===== src/rtl/pwm_ctrl_pkg.sv =====
// Shared types and constants for the PWM control path: debounce FSM states,
// duty level limits and the PWM period that the duty selector must track.
package pwm_ctrl_pkg;

    typedef enum logic [1:0] {
        IDLE,
        PRESS_WAIT,
        PRESSED,
        RELEASE_WAIT
    } debounce_state_t;

    localparam logic [1:0] DUTY_MAX   = 2'd3;
    localparam logic [1:0] DUTY_MIN   = 2'd0;
    localparam int         PWM_PERIOD = 8;

    // Saturating level step; simultaneous up and down presses cancel out.
    function automatic logic [1:0] step_level(input logic [1:0] level,
                                              input logic       up,
                                              input logic       down);
        logic [1:0] next_level;
        next_level = level;
        if (up && !down && level != DUTY_MAX) begin
            next_level = level + 2'd1;
        end else if (down && !up && level != DUTY_MIN) begin
            next_level = level - 2'd1;
        end
        return next_level;
    endfunction

endpackage : pwm_ctrl_pkg


===== src/rtl/button_debouncer.sv =====
// Two-flop synchroniser plus press/release debounce FSM for one raw button.
// Emits a single-cycle press strobe per accepted press; holding never repeats.
module button_debouncer
    import pwm_ctrl_pkg::*;
#(
    parameter int DEBOUNCE_CYCLES = 4
) (
    input  logic clk,
    input  logic reset,
    input  logic btn_raw,
    output logic press
);

    localparam int              CNT_W    = (DEBOUNCE_CYCLES > 1) ? $clog2(DEBOUNCE_CYCLES) : 1;
    localparam logic [CNT_W-1:0] CNT_LAST = CNT_W'(DEBOUNCE_CYCLES - 1);

    logic [1:0]       sync_q, sync_d;
    logic             btn_sync;
    debounce_state_t  state_q, state_d;
    logic [CNT_W-1:0] cnt_q, cnt_d;

    assign sync_d   = {sync_q[0], btn_raw};
    assign btn_sync = sync_q[1];

    // NOTE: sequential state uses non-blocking assignments so every flop
    // samples the pre-edge value of its neighbours, like real hardware.
    always_ff @(posedge clk or posedge reset) begin
        if (reset) begin
            sync_q  <= 2'b00;
            state_q <= IDLE;
            cnt_q   <= '0;
        end else begin
            sync_q  <= sync_d;
            state_q <= state_d;
            cnt_q   <= cnt_d;
        end
    end

    // NOTE: every output of this block gets a default first, so no path
    // through the case can leave a signal unassigned and infer a latch.
    always_comb begin
        state_d = state_q;
        cnt_d   = cnt_q;
        press   = 1'b0;
        unique case (state_q)
            IDLE: begin
                if (btn_sync) begin
                    state_d = PRESS_WAIT;
                    cnt_d   = '0;
                end
            end
            PRESS_WAIT: begin
                if (!btn_sync) begin
                    state_d = IDLE;
                end else if (cnt_q == CNT_LAST) begin
                    state_d = PRESSED;
                    press   = 1'b1;
                end else begin
                    cnt_d = cnt_q + 1'b1;
                end
            end
            PRESSED: begin
                if (!btn_sync) begin
                    state_d = RELEASE_WAIT;
                    cnt_d   = '0;
                end
            end
            RELEASE_WAIT: begin
                // A bounce back high during release returns silently to PRESSED.
                if (btn_sync) begin
                    state_d = PRESSED;
                end else if (cnt_q == CNT_LAST) begin
                    state_d = IDLE;
                end else begin
                    cnt_d = cnt_q + 1'b1;
                end
            end
            default: begin
                state_d = IDLE;
                cnt_d   = '0;
            end
        endcase
    end

endmodule : button_debouncer


===== src/rtl/duty_cycle_selector.sv =====
// Turns debounced up/down presses into a saturating 2-bit duty level that is
// committed only at a PWM period boundary, so the comparator never sees a mid-period change.
module duty_cycle_selector
    import pwm_ctrl_pkg::*;
#(
    parameter int DEBOUNCE_CYCLES = 4,
    parameter int PERIOD          = PWM_PERIOD
) (
    input  logic       clk,
    input  logic       reset,
    input  logic       btn_up,
    input  logic       btn_down,
    output logic [1:0] duty_cycle,
    output logic       duty_update
);

    localparam int              PH_W    = (PERIOD > 1) ? $clog2(PERIOD) : 1;
    localparam logic [PH_W-1:0] PH_LAST = PH_W'(PERIOD - 1);

    logic            up_press;
    logic            down_press;
    logic [1:0]      pending_q, pending_d;
    logic [PH_W-1:0] phase_q, phase_d;
    logic [1:0]      duty_q, duty_d;
    logic            update_q, update_d;
    logic            commit;

    button_debouncer #(
        .DEBOUNCE_CYCLES (DEBOUNCE_CYCLES)
    ) u_up_debouncer (
        .clk     (clk),
        .reset   (reset),
        .btn_raw (btn_up),
        .press   (up_press)
    );

    button_debouncer #(
        .DEBOUNCE_CYCLES (DEBOUNCE_CYCLES)
    ) u_down_debouncer (
        .clk     (clk),
        .reset   (reset),
        .btn_raw (btn_down),
        .press   (down_press)
    );

    // The phase counter free-runs from reset, staying in lockstep with the PWM counter.
    always_comb begin
        commit    = (phase_q == PH_LAST);
        phase_d   = commit ? '0 : phase_q + 1'b1;
        pending_d = step_level(pending_q, up_press, down_press);
        duty_d    = commit ? pending_q : duty_q;
        update_d  = commit && (pending_q != duty_q);
    end

    always_ff @(posedge clk or posedge reset) begin
        if (reset) begin
            pending_q <= DUTY_MIN;
            phase_q   <= '0;
            duty_q    <= DUTY_MIN;
            update_q  <= 1'b0;
        end else begin
            pending_q <= pending_d;
            phase_q   <= phase_d;
            duty_q    <= duty_d;
            update_q  <= update_d;
        end
    end

    assign duty_cycle  = duty_q;
    assign duty_update = update_q;

endmodule : duty_cycle_selector


===== config.mk =====
export PLATFORM = sky130hd
export DESIGN_NAME = duty_cycle_selector
export DESIGN_NICKNAME = d
export VERILOG_FILES = /design/src/rtl/pwm_ctrl_pkg.sv /design/src/rtl/button_debouncer.sv /design/src/rtl/duty_cycle_selector.sv
export SDC_FILE = /design/constraint.sdc
export NUM_CORES = 1
export LEC_CHECK = 0
export BUFFER_PORTS_ARGS = -buffer_cell sky130_fd_sc_hd__buf_4
export CAP_MARGIN = 0
export CORE_MARGIN = 2
export CORE_UTILIZATION = 55
export DETAILED_ROUTE_END_ITERATION = 6
export GPL_TIMING_DRIVEN = 0
export PLACE_DENSITY = 0.82
export SYNTH_ARGS = -nofsm -noshare
export SYNTH_HDL_FRONTEND = slang
export SYNTH_HIERARCHICAL = 1
export SYNTH_SLANG_ARGS = --single-unit
export TNS_END_PERCENT = 5

===== constraint.sdc =====
create_clock -name clk -period 1.7 [get_ports clk]
set_input_delay 0.51 -clock clk [delete_from_list [all_inputs] [get_ports clk]]
set_output_delay 0.51 -clock clk [all_outputs]
set_load 0.05 [all_outputs]

==> impl_metrics.env <==
export IMPL_detailed_place_hpwl_um=892
export IMPL_grt_usage_pct=14.1
export IMPL_vdd_drop_max_mv=0.709
export IMPL_synth_most_common_cell="dfrtp_1"
export IMPL_clkTransAtPathRegs_ns=0.10
export IMPL_status="completed"
export IMPL_ant_nets=0
export IMPL_synthSimpleGateAreaFrac_pct=13.5
export IMPL_cts_tree="done"
export IMPL_drc_errors=0
export IMPL_postSynthAreaPerCell_um2=12.6
export IMPL_insertion_delay_ns=0.28
export IMPL_reg2reg_from="u_up_debouncer/cnt_q[0]"
export IMPL_pre_cts_ws_ns=0.222
export IMPL_initial_utilization_pct=58.5
export IMPL_slew_headroom_pct=77.6
export IMPL_grt_pass1_wl_um=1940
export IMPL_via_per_inst=5.38
export IMPL_async_reset_ff_share_pct=100
export IMPL_drtPass1Iterations=4
export IMPL_synthesis_nets=79
export IMPL_slowest_stage="dfrtp_1"
export IMPL_cp_top_family="simple AND/OR/NAND/NOR gates"
export IMPL_die_w_um=43.8
export IMPL_ys_flop_type="dfrtp_1"
export IMPL_layout_drive_gt1_share_pct=21.5
export IMPL_synth_compound_area_share_pct=8.48
export IMPL_post_cts_buffers=0
export IMPL_yosysTopAreaCell="dfrtp_1"
export IMPL_yosys_warnings=6
export IMPL_wl_per_cell_um=12.1
export IMPL_p_leak_uw=0.000485
export IMPL_syn_to_final_growth_pct=11.6
export IMPL_ff2ff_path_depth=5
export IMPL_cap_violations=0
export IMPL_synth_mux_area_fraction_pct=5.17
export IMPL_p_total_uw=1110
export IMPL_clock_sinks=20
export IMPL_core_area_um2=1490
export IMPL_final_nets=90
export IMPL_setup_ws_ns=0.205
export IMPL_crit_fanout=5
export IMPL_holdBufCountCts=0
export IMPL_synth_edff_count=0
export IMPL_path_depth=5
export IMPL_yosysTopAreaCellShare_pct=57.5
export IMPL_ys_seq_area_share_pct=57.5
export IMPL_final_hold_viol_count=0
export IMPL_clock_skew_ns=0.00729
export IMPL_fin_setup_tns_ns=0
export IMPL_cp_start_kind="flip-flop"
export IMPL_setup_viol=0
export IMPL_gp_congestion=0.657
export IMPL_worst_slew_pin_slew_ns=0.333
export IMPL_dieArea_um2=1920
export IMPL_cp_cell_sequence="ha_1 -> and4b_2 -> nor2b_4 -> a21oi_1 -> o221a_1"
export IMPL_fmax_ghz=0.669
export IMPL_synthTopCellsByCount="dfrtp_1 (20), o21ai_0 (8), ha_1 (6), nand2_1 (5)"
export IMPL_hold_class="input port to asynchronous set/reset pin"
export IMPL_cts_path_max_buffers=2
export IMPL_grt_max_degree=12
export IMPL_synth_fa_ha_area_share_pct=8.62
export IMPL_htree_levels=1
export IMPL_p_per_area_nw_per_um2=1150
export IMPL_cts_root_buf="clkbuf_4"
export IMPL_cpPeakStageDelay_ns=0.41
export IMPL_syn_inst=69
export IMPL_synth_xor_area_share_pct=5.03
export IMPL_multi_input_area_um2=355
export IMPL_cts_resized_gates=0
export IMPL_r2r_end="pending_q[0]"
export IMPL_fin_cells=95
export IMPL_fin_crit_sh_pct=88.0
export IMPL_critical_path_required_ns=1.88
export IMPL_worstPathArrival_ns=1.67
export IMPL_drt_wl_total_um=1150
export IMPL_grt_pass1_vias=465
export IMPL_io_pin_count=7
export IMPL_slew_violations=0
export IMPL_worstSetupEndpointType="flip-flop"
export IMPL_crit_buf_inv=0
export IMPL_synth_top_family_by_area="simple AND/OR/NAND/NOR gates"
export IMPL_rsz0062_at_grt="false"
export IMPL_fillers=123
export IMPL_dp_cells=91
export IMPL_drt_iter0_drc=6
export IMPL_syn_area_um2=871
export IMPL_io_buffers=6
export IMPL_netlist_top_cells_area="dfrtp_1 (57%), ha_1 (8.6%), mux2_2 (5.2%), o21ai_0 (4.6%), xnor2_1 (4.0%)"
export IMPL_synth_cell_types=17
export IMPL_overflow=0
export IMPL_ys_ff_latch=20
export IMPL_vias=511
export IMPL_holdWs_ns=0.135
export IMPL_num_antenna_cells=0
export IMPL_ff2ff_setup_slack_ns=0.20
export IMPL_die_y_um=43.8
export IMPL_num_rows=14
export IMPL_path_class="flip-flop to flip-flop"
export IMPL_antenna_found_initial=0
export IMPL_numCtsBuffers=3
export IMPL_period_needed_ns=1.50
export IMPL_seq_area_um2=500
==> per-layer routing <==
| layer | up-vias | wire [um] | track usage (%) |
|---|---|---|---|
| met4 | 0 | 0 | 3.64 |
| met5 | - | 0 | 0 |
| met1 | 240 | 525 | 17.0 |
| met2 | 9 | 574 | 22.9 |
| met3 | 0 | 46 | 6.25 |
| li1 | 262 | - | - |
==> cell usage in the layout, fill, tap and decap left out <==
master    count
a21boi_0      1
clkbuf_4      3
dfrtp_1      20
o221a_1       1
xnor2_1       4
mux2_2        4
and2_1        2
or4b_1        2
o21ai_0       8
nor2b_4       1
and4b_2       2
inv_1         4
clkbuf_8      1
xor2_1        1
nand3b_1      3
nand2_1       5
buf_4         6
a21oi_1       3
ha_1          6
nor2_1        2
==> how the worst max path moves through the flow <==
stage                               from            to  slack (ns)
2_1_floorplan  u_down_debouncer/cnt_q[0]  pending_q[0]        0.32
3_3_place_gp   u_down_debouncer/cnt_q[0]  pending_q[0]        0.26
3_5_place_dp   u_down_debouncer/cnt_q[0]  pending_q[0]        0.22
4_1_cts        u_down_debouncer/cnt_q[0]  pending_q[0]        0.20
5_1_grt        u_down_debouncer/cnt_q[0]  pending_q[0]        0.14
6_report         u_up_debouncer/cnt_q[0]  pending_q[0]        0.20
==> sequential cells by signal, indices dropped and copies added (netlist names), named ones only <==
name / cells
u_up_debouncer/sync_q: 2
phase_q: 3
u_down_debouncer/state_q: 1
u_down_debouncer/cnt_q: 2
u_down_debouncer/sync_q: 2
u_up_debouncer/cnt_q: 2
u_up_debouncer/state_q: 1
pending_q: 2
duty_cycle: 2
duty_update: 1
==> power breakdown <==
part           internal [uW]  total (uW)  leakage (uW)  switching (uW)
sequential               564         645      0.000255            81.4
clock                    130         252     0.0000210             122
combinational            114         217      0.000209             103
==> kinds of logic after synthesis <==
| group | count (synthesis) |
|---|---|
| flops | 20 |
| simple gates | 17 |
| compound gates | 13 |
| fa+ha+maj | 6 |
| xor+xnor | 5 |
| buf+inv | 4 |
| mux | 4 |
==> cell type report <==
cell class / instances / area share [%]
tap: 16 / 2.06
inverter: 4 / 1.54
timing repair buffer: 6 / 4.63
sequential: 20 / 51.5
multi-input combinational: 45 / 36.6
clock buffer: 4 / 3.73
==> stage by stage <==
stage	area [um^2]	utilization [%]
after CTS	972	65.3
after global routing	972	65.3
after detailed placement	936	62.9
after floorplan	871	-
after global placement	936	62.9
final	972	65.3
No activity file was read; power rests on OpenSTA's default activity.
